--- config.mk ---
export PLATFORM = sky130hd
export DESIGN_NAME = calc_key_ctrl
export DESIGN_NICKNAME = d
export VERILOG_FILES = /design/src/rtl/calc_key_ctrl.sv
export SDC_FILE = /design/constraint.sdc
export NUM_CORES = 1
export LEC_CHECK = 0
export BUFFER_PORTS_ARGS = -buffer_cell sky130_fd_sc_hd__buf_2
export CORE_ASPECT_RATIO = 2
export CORE_MARGIN = 5
export CORE_UTILIZATION = 40
export DETAILED_ROUTE_END_ITERATION = 10
export PLACE_DENSITY = 0.69
export SETUP_SLACK_MARGIN = 0.4
export SYNTH_ARGS = -nofsm -noshare
export SYNTH_HDL_FRONTEND = slang
export SYNTH_SLANG_ARGS = --single-unit
--- constraint.sdc ---
create_clock -name clk -period 8.6 [get_ports clk]
set_input_delay 1.72 -clock clk [delete_from_list [all_inputs] [get_ports clk]]
set_output_delay 1.72 -clock clk [all_outputs]
set_load 0.005 [all_outputs]
--- src/rtl/calc_key_ctrl.sv ---
// Keypad-side initiator for the Calkko arithmetic core: assembles two 4-digit
// operands from key events, drives operands/op/state, and captures the result.
module calc_key_ctrl #(
  parameter int unsigned TIMEOUT = 16,
  parameter int unsigned TW      = 5
) (
  input  logic        clk,
  input  logic        rst,
  input  logic        key_valid,
  input  logic [4:0]  key_code,
  input  logic        set,
  input  logic [15:0] number,
  output logic [3:0]  A1,
  output logic [3:0]  A2,
  output logic [3:0]  A3,
  output logic [3:0]  A4,
  output logic [3:0]  B1,
  output logic [3:0]  B2,
  output logic [3:0]  B3,
  output logic [3:0]  B4,
  output logic [1:0]  ST,
  output logic [2:0]  ST_L,
  output logic [15:0] disp,
  output logic        busy,
  output logic        err
);

  localparam logic [1:0] S_WPA = 2'd0;
  localparam logic [1:0] S_WPB = 2'd1;
  localparam logic [1:0] S_OBL = 2'd2;
  localparam logic [1:0] S_WYN = 2'd3;

  localparam logic [2:0] SL_ADD = 3'd0;
  localparam logic [2:0] SL_SUB = 3'd1;
  localparam logic [2:0] SL_XOR = 3'd2;
  localparam logic [2:0] SL_OR  = 3'd3;
  localparam logic [2:0] SL_AND = 3'd4;

  typedef enum logic [2:0] {ENTER_A, ENTER_B, COMPUTE, SHOW, ERROR} state_t;

  state_t         r_state, w_state_n;
  logic [15:0]    r_a, r_b, r_res, w_a_n, w_b_n, w_res_n;
  logic [2:0]     r_acnt, r_bcnt, w_acnt_n, w_bcnt_n;
  logic [TW-1:0]  r_tmo, w_tmo_n;
  logic [2:0]     r_stl, w_stl_n;
  logic [1:0]     r_st, w_st_n;
  logic [15:0]    r_disp, w_disp_n;
  logic           r_busy, r_err, w_busy_n, w_err_n;

  logic           w_digit, w_op, w_eq, w_clr;
  logic [3:0]     w_d;
  logic [2:0]     w_op_sel;

  assign w_digit = key_valid && (key_code <= 5'd9);
  assign w_op    = key_valid && (key_code >= 5'd10) && (key_code <= 5'd14);
  assign w_eq    = key_valid && (key_code == 5'd15);
  assign w_clr   = key_valid && (key_code == 5'd16);
  assign w_d     = key_code[3:0];

  always_comb begin
    w_op_sel = SL_ADD;
    case (key_code)
      5'd11:   w_op_sel = SL_SUB;
      5'd12:   w_op_sel = SL_XOR;
      5'd13:   w_op_sel = SL_OR;
      5'd14:   w_op_sel = SL_AND;
      default: w_op_sel = SL_ADD;
    endcase
  end

  always_comb begin
    w_state_n = r_state;
    w_a_n     = r_a;
    w_b_n     = r_b;
    w_res_n   = r_res;
    w_acnt_n  = r_acnt;
    w_bcnt_n  = r_bcnt;
    w_tmo_n   = r_tmo;
    w_stl_n   = r_stl;

    unique case (r_state)
      ENTER_A: begin
        if (w_digit) begin
          if (r_acnt != 3'd4) begin
            w_a_n    = {r_a[11:0], w_d};
            w_acnt_n = r_acnt + 3'd1;
          end
        end else if (w_op) begin
          w_stl_n   = w_op_sel;
          w_b_n     = '0;
          w_bcnt_n  = '0;
          w_state_n = ENTER_B;
        end
      end
      ENTER_B: begin
        if (w_digit) begin
          if (r_bcnt != 3'd4) begin
            w_b_n    = {r_b[11:0], w_d};
            w_bcnt_n = r_bcnt + 3'd1;
          end
        end else if (w_op) begin
          w_stl_n = w_op_sel;
        end else if (w_eq) begin
          w_tmo_n   = '0;
          w_state_n = COMPUTE;
        end
      end
      COMPUTE: begin
        // set is checked before expiry so a coincident set still yields a result
        if (set) begin
          w_res_n   = number;
          w_state_n = SHOW;
        end else if (r_tmo == TW'(TIMEOUT - 1)) begin
          w_state_n = ERROR;
        end else begin
          w_tmo_n = r_tmo + 1'b1;
        end
      end
      SHOW, ERROR: begin
        if (w_digit) begin
          w_a_n     = {12'h000, w_d};
          w_acnt_n  = 3'd1;
          w_b_n     = '0;
          w_bcnt_n  = '0;
          w_state_n = ENTER_A;
        end else if (r_state == SHOW && w_op) begin
          w_a_n     = r_res;
          w_acnt_n  = 3'd4;
          w_stl_n   = w_op_sel;
          w_b_n     = '0;
          w_bcnt_n  = '0;
          w_state_n = ENTER_B;
        end else if (r_state == SHOW && w_eq) begin
          w_a_n     = r_res;
          w_acnt_n  = 3'd4;
          w_tmo_n   = '0;
          w_state_n = COMPUTE;
        end
      end
      default: w_state_n = ENTER_A;
    endcase

    if (w_clr) begin
      w_a_n     = '0;
      w_b_n     = '0;
      w_res_n   = '0;
      w_acnt_n  = '0;
      w_bcnt_n  = '0;
      w_tmo_n   = '0;
      w_stl_n   = SL_ADD;
      w_state_n = ENTER_A;
    end
  end

  // Visible outputs are decoded from the next state so they register alongside it
  always_comb begin
    w_st_n   = S_WPA;
    w_disp_n = w_a_n;
    w_busy_n = 1'b0;
    w_err_n  = 1'b0;
    unique case (w_state_n)
      ENTER_A: begin w_st_n = S_WPA; w_disp_n = w_a_n; end
      ENTER_B: begin w_st_n = S_WPB; w_disp_n = w_b_n; end
      COMPUTE: begin w_st_n = S_OBL; w_disp_n = w_b_n; w_busy_n = 1'b1; end
      SHOW:    begin w_st_n = S_WYN; w_disp_n = w_res_n; end
      ERROR:   begin w_st_n = S_WYN; w_disp_n = 16'hEEEE; w_err_n = 1'b1; end
      default: begin w_st_n = S_WPA; w_disp_n = w_a_n; end
    endcase
  end

  always_ff @(posedge clk or posedge rst) begin
    if (rst) begin
      r_state <= ENTER_A;
      r_a     <= '0;
      r_b     <= '0;
      r_res   <= '0;
      r_acnt  <= '0;
      r_bcnt  <= '0;
      r_tmo   <= '0;
      r_stl   <= SL_ADD;
      r_st    <= S_WPA;
      r_disp  <= '0;
      r_busy  <= 1'b0;
      r_err   <= 1'b0;
    end else begin
      r_state <= w_state_n;
      r_a     <= w_a_n;
      r_b     <= w_b_n;
      r_res   <= w_res_n;
      r_acnt  <= w_acnt_n;
      r_bcnt  <= w_bcnt_n;
      r_tmo   <= w_tmo_n;
      r_stl   <= w_stl_n;
      r_st    <= w_st_n;
      r_disp  <= w_disp_n;
      r_busy  <= w_busy_n;
      r_err   <= w_err_n;
    end
  end

  assign {A1, A2, A3, A4} = r_a;
  assign {B1, B2, B3, B4} = r_b;
  assign ST   = r_st;
  assign ST_L = r_stl;
  assign disp = r_disp;
  assign busy = r_busy;
  assign err  = r_err;

endmodule

==> summary.md, run 1 <==
| Metric | Value |
|---|---|
| Area delta synth->final | 17.40% |
| Final instance area | 5081 um^2 |
| EDFF count, synth | 0 |
| YS warnings | 0 |
| Ys async rst share | 1.000 |
| CTS Hold Bufs | 0 |
| CP Class | in2reg |
| Clk root buf | clkbuf_16 |
| Routability cong. | about 0.95 |
| Crit-path max FO | 17 |
| HP Class | reg2reg |
| Vias | 3973 |
| Deepest clock path buffer count | 2 |
| VDD IR-drop max | 0.0001438 V |
| Clk Latency, worst-skew pair | 0.35 ns |
| Lkg Pwr | 0.002427 uW |
| CP Launch Type | input pin |
| First-pass GRT wire length | between 20000 and 25000 um |
| Clk slew on worst S/H paths | ~0.07 ns |
| 1st-iter DRT viols | 379 |
| Status | complete, no violations |
| CORE AREA | 10540 um^2 |
| DIE HEIGHT | 157.1 um |
| Fill cells | 986 |
| Cells after Synth | 449 |
| Period Utilization, post-route | 0.4591 |
| First drt pass iteration count | 5 |
| RSZ-0062 raised after global routing | no |
| Port Buffers | 79 |
| Mapped cell area | approximately 4300 um^2 |
| Power Dens Cells | 331.2 nW/um^2 |
| Critical Path Sink Type | flip-flop |
| Largest net degree at the start of global routing | 86 |
| Routed Antenna Nets | 0 |
| Layout cell share with drive strength beyond 1 | 0.2291 |
| Cell Rows | 53 |
| Largest stage delay on the critical path | 0.91 ns |
| Post-synthesis register bit count | 85 |
| Initial antenna violation count | 0 |
| Tot GR Track Use | 0.2140 |
| Distinct cells, synth | 58 |
| Placed instance area | between 4000 and 5000 um^2 |
| Final hold viol count | 0 |
| Worst path required time | 8.85 ns |
| Number of CTS-inserted buffers | 9 |
| Setup TNS | 0 ns |
| CTS tree | built |
| Prevailing post-synth register cell | dfrtp_1 |
| Worst-Margin Slew | 1.079 ns |
| MaxCap Viol Count | 0 |
| WP data arrival | 4.20 ns |
| Routed WL | 13820 um |
| Die ar. | 13130 um^2 |
| Clock Sinks | 85 |
| CP max-delay cell | nor4_4 |
| Critical path, cell by cell | buf_2 > nor2b_1 > nand2_2 > nor4_4 > a32o_1 > nand3_1 > a2bb2oi_1 |
| Vias in the first global route | 4116 |
| Layout net count | 541 |
| Final worst clock skew | 0.006280 ns |
| Post-DP HPWL | roughly 9900 um |
| IO Pins | 80 |
| GRT overflow | 0 |
| Tot Pwr | 1683 uW |
| Starting Density | 0.4105 |
| Setup bufs post-CTS | 0 |
| Mapped Nets | between 400 and 500 |
| Final setup violating endpoints | 0 |
| H-tree Lvls | 3 |
| Worst slew margin | 0.2809 |
| Maximum clock rate | around 250 MHz |
| Cts repair resizes | 0 |
| Ant diodes | 0 |
| Vias per cell | just over 6 |
| DRC viols | 0 |
| Sequential fraction of the synthesis area | 0.4915 |
| Slew Viols, Final | 0 |
| Per-cell routed wire length | 21.19 um |
| Die width | 83.55 um |
| Post-Syn Area per Cell | 9.639 um^2 |
| Tmin final | 3.948 ns |
-- metrics by stage --
step | setup slack, ns | hold WS [ns] | instances | utilization
2_1_floorplan | 4.687 | 0.4375 | 449 | -
3_3_place_gp | 4.469 | 0.4542 | 636 | 0.4513
3_5_place_dp | 4.434 | 0.4674 | 636 | 0.4513
4_1_cts | 4.793 | 0.4827 | 652 | 0.4819
5_1_grt | 4.536 | 0.5130 | 652 | 0.4819
6_report | 4.652 | 0.4817 | 652 | 0.4819
-- cells in the mapped netlist (10+ instances only) --
cell type | count | area share
a21boi_1 | 10 | 0.017
and2_1 | 16 | 0.023
a32o_1 | 12 | 0.028
a21oi_1 | 35 | 0.040
nor2_1 | 22 | 0.019
a32oi_1 | 12 | 0.024
o21ai_0 | 17 | 0.020
inv_1 | 11 | 0.0095
buf_2 | 14 | 0.016
a2bb2oi_1 | 12 | 0.024
dfrtp_1 | 85 | 0.49
nand2_1 | 64 | 0.056
nand3_1 | 31 | 0.036
-- critical path, delay by kind of cell --
family | cells | cell delay [ns]
buffers and inverters | 1 | 0.15
AOI/OAI and AO/OA | 2 | 0.56
and+or+nand+nor | 4 | 1.77
-- cells by family after synthesis --
logic type	Yosys count	synth area share
and+or+nand+nor	171	0.1975
xor gates and xnor gates	1	0.002024
AOI/OAI and AO/OA	137	0.2298
adders and majority gates	6	0.01735
DFF	85	0.4915
muxes	6	0.01532
buffers and inverters	43	0.04654
-- state kept, by name, indices dropped and copies added, names as in the netlist --
signal	cells
r_state	3
r_b	16
r_acnt	3
err	1
r_tmo	5
r_a	16
disp	16
r_bcnt	3
ST	2
busy	1
r_res	16
ST_L	3
-- layout make-up --
cell class | instances | area [um^2] | area share
clock buffer | 9 | 225.2 | 0.04432
sequential | 85 | 2127 | 0.4186
inverter | 11 | 42.54 | 0.008372
clock inverter | 7 | 97.59 | 0.01921
timing repair buffer | 82 | 417.9 | 0.08225
multi-input combinational | 321 | 1999 | 0.3935
tap | 137 | 171.4 | 0.03374
-- layout by cell type (no fill, tap or decap), types with 9 or more instances in the layout --
master / instances
a2bb2oi_1: 12
nand3_1: 31
dfrtp_1: 85
a32o_1: 12
nor2_1: 22
a21oi_1: 35
a21boi_1: 10
inv_1: 10
buf_2: 79
nand2_1: 64
clkbuf_16: 9
and2_1: 16
o21ai_0: 17
a32oi_1: 12
-- per-layer routing --
metal,part of all wire,track usage
met1,0.34,0.2198
met2,0.55,0.4020
met3,0.057,0.03981
met4,0.052,0.1227
met5,0,0
-- power by group --
group | internal [uW] | total [uW] | switching [uW]
registers | 536 | 655 | 119
logic | 267 | 602 | 335
clock network | 255 | 426 | 170
-- path summary, 6_finish.rpt --
kind,depth (start not counted),start,to,slack (ns)
setup / recovery,7,key_valid,disp[6]$_DFF_PP0_,4.65
min in group asynchronous,3,rst,r_b[6]$_DFF_PP0_,1.72
hold / removal,1,r_tmo[3]$_DFFE_PP0P_,r_tmo[3]$_DFFE_PP0P_,0.48
max in group asynchronous,3,rst,r_res[5]$_DFF_PP0_,6.21
setup reg to reg,6,r_state[1]$_DFF_PP0_,disp[2]$_DFF_PP0_,5.74
hold reg to reg,1,r_tmo[3]$_DFFE_PP0P_,r_tmo[3]$_DFFE_PP0P_,0.48
Power figures use the tool's default switching activity.
==> run 2: changes to the inputs <==
- clock period: 8.6 -> 3.98 ns (I/O delays scaled with it)
==> run 2 against run 1 <==
- cell count increased by 0.61%
- worst setup slack got worse by 3.5 ns
- critical endpoint is now disp[1]$_DFF_PP0_
- non-clock buffer count increased by 5
- global-route usage increased by 0.44 points
- register-to-register slack got worse by 4.6 ns
- clock power increased by 100%
- combinational power increased by 120%
- first-iteration DRC count decreased by 1.3%
==> summary.md, run 2 (synthesis results as in run 1) <==
| Metric | Value |
|---|---|
| Cell Rows | 53 (unchanged) |
| Routed Antenna Nets | 0 (unchanged) |
| 1st-iter DRT viols | 374 (-1.3%) |
| Layout cell share with drive strength beyond 1 | 0.2351 (+0.005941) |
| First-pass GRT wire length | 22090 um (+0.34%) |
| Final instance area | 5092 um^2 (+0.22%) |
| Placed instance area | 4796 um^2 (+0.79%) |
| Tot GR Track Use | 0.2184 (+0.004388) |
| Per-cell routed wire length | 21.47 um (+1.3%) |
| Worst-Margin Slew | 0.9498 ns (-0.1288 ns) |
| Lkg Pwr | 0.002444 uW (+0.72%) |
| CTS tree | built |
| Die width | 83.55 um (unchanged) |
| Power Dens Cells | 703.6 nW/um^2 (+110%) |
| DRC viols | 0 (unchanged) |
| Die ar. | 13130 um^2 (unchanged) |
| Fill cells | 1002 (+1.6%) |
| Setup TNS | 0 ns (unchanged) |
| Maximum clock rate | 355.0 MHz |
| Period Utilization, post-route | 0.7077 |
| Post-layout util | 0.4830 (+0.001068) |
| Status | complete, no violations |
| Ant diodes | 0 (unchanged) |
| Cts repair resizes | 0 (unchanged) |
| Area delta synth->final | 17.66% |
| First drt pass iteration count | 5 (unchanged) |
| Clock Sinks | 85 (unchanged) |
| Crit-path max FO | 17 (unchanged) |
| Port Buffers | 79 (unchanged) |
| Starting Density | 0.4105 (unchanged) |
| Hold WS | 0.4628 ns (-0.01894 ns) |
| Clk slew on worst S/H paths | 0.07 ns (about the same) |
| Layout net count | 546 (+0.92%) |
| Post-DP HPWL | 10450 um (+5.3%) |
| Routed WL | 14080 um (+1.9%) |
| Most common library cell in the layout ignoring fill and taps | dfrtp_1 |
| RSZ-0062 raised after global routing | no |
| CORE AREA | 10540 um^2 (unchanged) |
| H-tree Lvls | 3 (unchanged) |
| Leading cell types in the layout, fill and taps excluded | dfrtp_1, buf_2, nand2_1 |
| Worst slew margin | 0.3621 (+0.08113) |
| GRT overflow | 0 (unchanged) |
| Clk Latency, worst-skew pair | 0.34 ns (about the same) |
| CP Class | reg2reg |
| CP Launch Type | flip-flop |
| VDD IR-drop max | 0.0003276 V (+130%) |
| Final setup margin | 1.163 ns (-3.488 ns) |
| Vias in the first global route | 4144 (+0.68%) |
| Dpl ws | 0.8806 ns (-3.554 ns) |
| CTS Hold Bufs | 0 (unchanged) |
| Clk root buf | clkbuf_16 |
| Setup bufs post-CTS | 0 (unchanged) |
| Number of CTS-inserted buffers | 9 (unchanged) |
| DIE HEIGHT | 157.1 um (unchanged) |
| Initial antenna violation count | 0 (unchanged) |
| Largest net degree at the start of global routing | 39 (-55%) |
| Final worst clock skew | 0.006563 ns (+0.0002833 ns) |
| HP Class | in2async |
| WP data arrival | 3.04 ns (-1.16 ns) |
| Routability cong. | 0.9588 (+1.2%) |
| IO Pins | 80 (unchanged) |
| Final hold viol count | 0 (unchanged) |
| Vias per cell | 5.948 (-2.4%) |
| Final setup violating endpoints | 0 (unchanged) |
| Worst path required time | 4.20 ns (-4.65 ns) |
| Tmin final | 2.817 ns |
| Slew Viols, Final | 0 (unchanged) |
| MaxCap Viol Count | 0 (unchanged) |
| Critical Path Sink Type | flip-flop |
| Vias | 3902 (-1.8%) |
| Deepest clock path buffer count | 2 (unchanged) |
run 2: cell count changes in the layout (fill, tap and decap cells not counted), sizes merged:
cell / before / now
buf: 82 / 87
inv: 11 / 13
bufinv: 2 / 1
clkinv: 3 / 2
clkinvlp: 2 / 1
run 2: critical path, stage by stage (launching register included):
cell and delay [ns]:
dfrtp_1 0.56, nor3_1 0.61, nand4_1 0.69, and3_1 0.47
a22o_1 0.22, nand3_1 0.08, a2bb2oi_1 0.07
run 2: cell type report:
type                       instances  area [um^2]  share of cell area
sequential                        85         2127              0.4177
multi-input combinational        321         1999              0.3926
timing repair buffer              87        455.4             0.08943
clock buffer                       9        225.2             0.04423
tap                              137        171.4             0.03366
clock inverter                     6        71.32             0.01400
inverter                          11        42.54            0.008354
run 2: path summary, 6_finish.rpt:
check                                     start              endpoint  slack (ns)  depth (start not counted)
min in group clk           r_tmo[3]$_DFFE_PP0P_  r_tmo[3]$_DFFE_PP0P_        0.48                          1
max                        r_state[1]$_DFF_PP0_     disp[1]$_DFF_PP0_        1.16                          6
max in group asynchronous                   rst    r_res[1]$_DFF_PP0_        2.65                          3
min                                         rst     disp[8]$_DFF_PP0_        0.46                          2
max reg2reg                r_state[1]$_DFF_PP0_     disp[1]$_DFF_PP0_        1.16                          6
min reg2reg                r_tmo[3]$_DFFE_PP0P_  r_tmo[3]$_DFFE_PP0P_        0.48                          1
run 2: metrics by stage:
step / instances / power [uW]
after floorplan: 449 / 2174
after global placement: 641 / 2694
after detailed placement: 641 / 2733
after CTS: 656 / 3592
after global routing: 656 / 3779
final: 656 / 3583
run 2: power breakdown:
part	internal, uW	switching (uW)
Sequential	1160	277
Clock	490	362
Combinational	580	715
run 2: per-layer routing:
metal | vias to the layer above | wire length (um) | global-route usage
li1 | 1758 | - | -
met1 | 1919 | 4682 | 0.2170
met3 | 48 | 762 | 0.03562
met2 | 177 | 7782 | 0.4093
met5 | - | 0 | 0
met4 | 0 | 856 | 0.1511
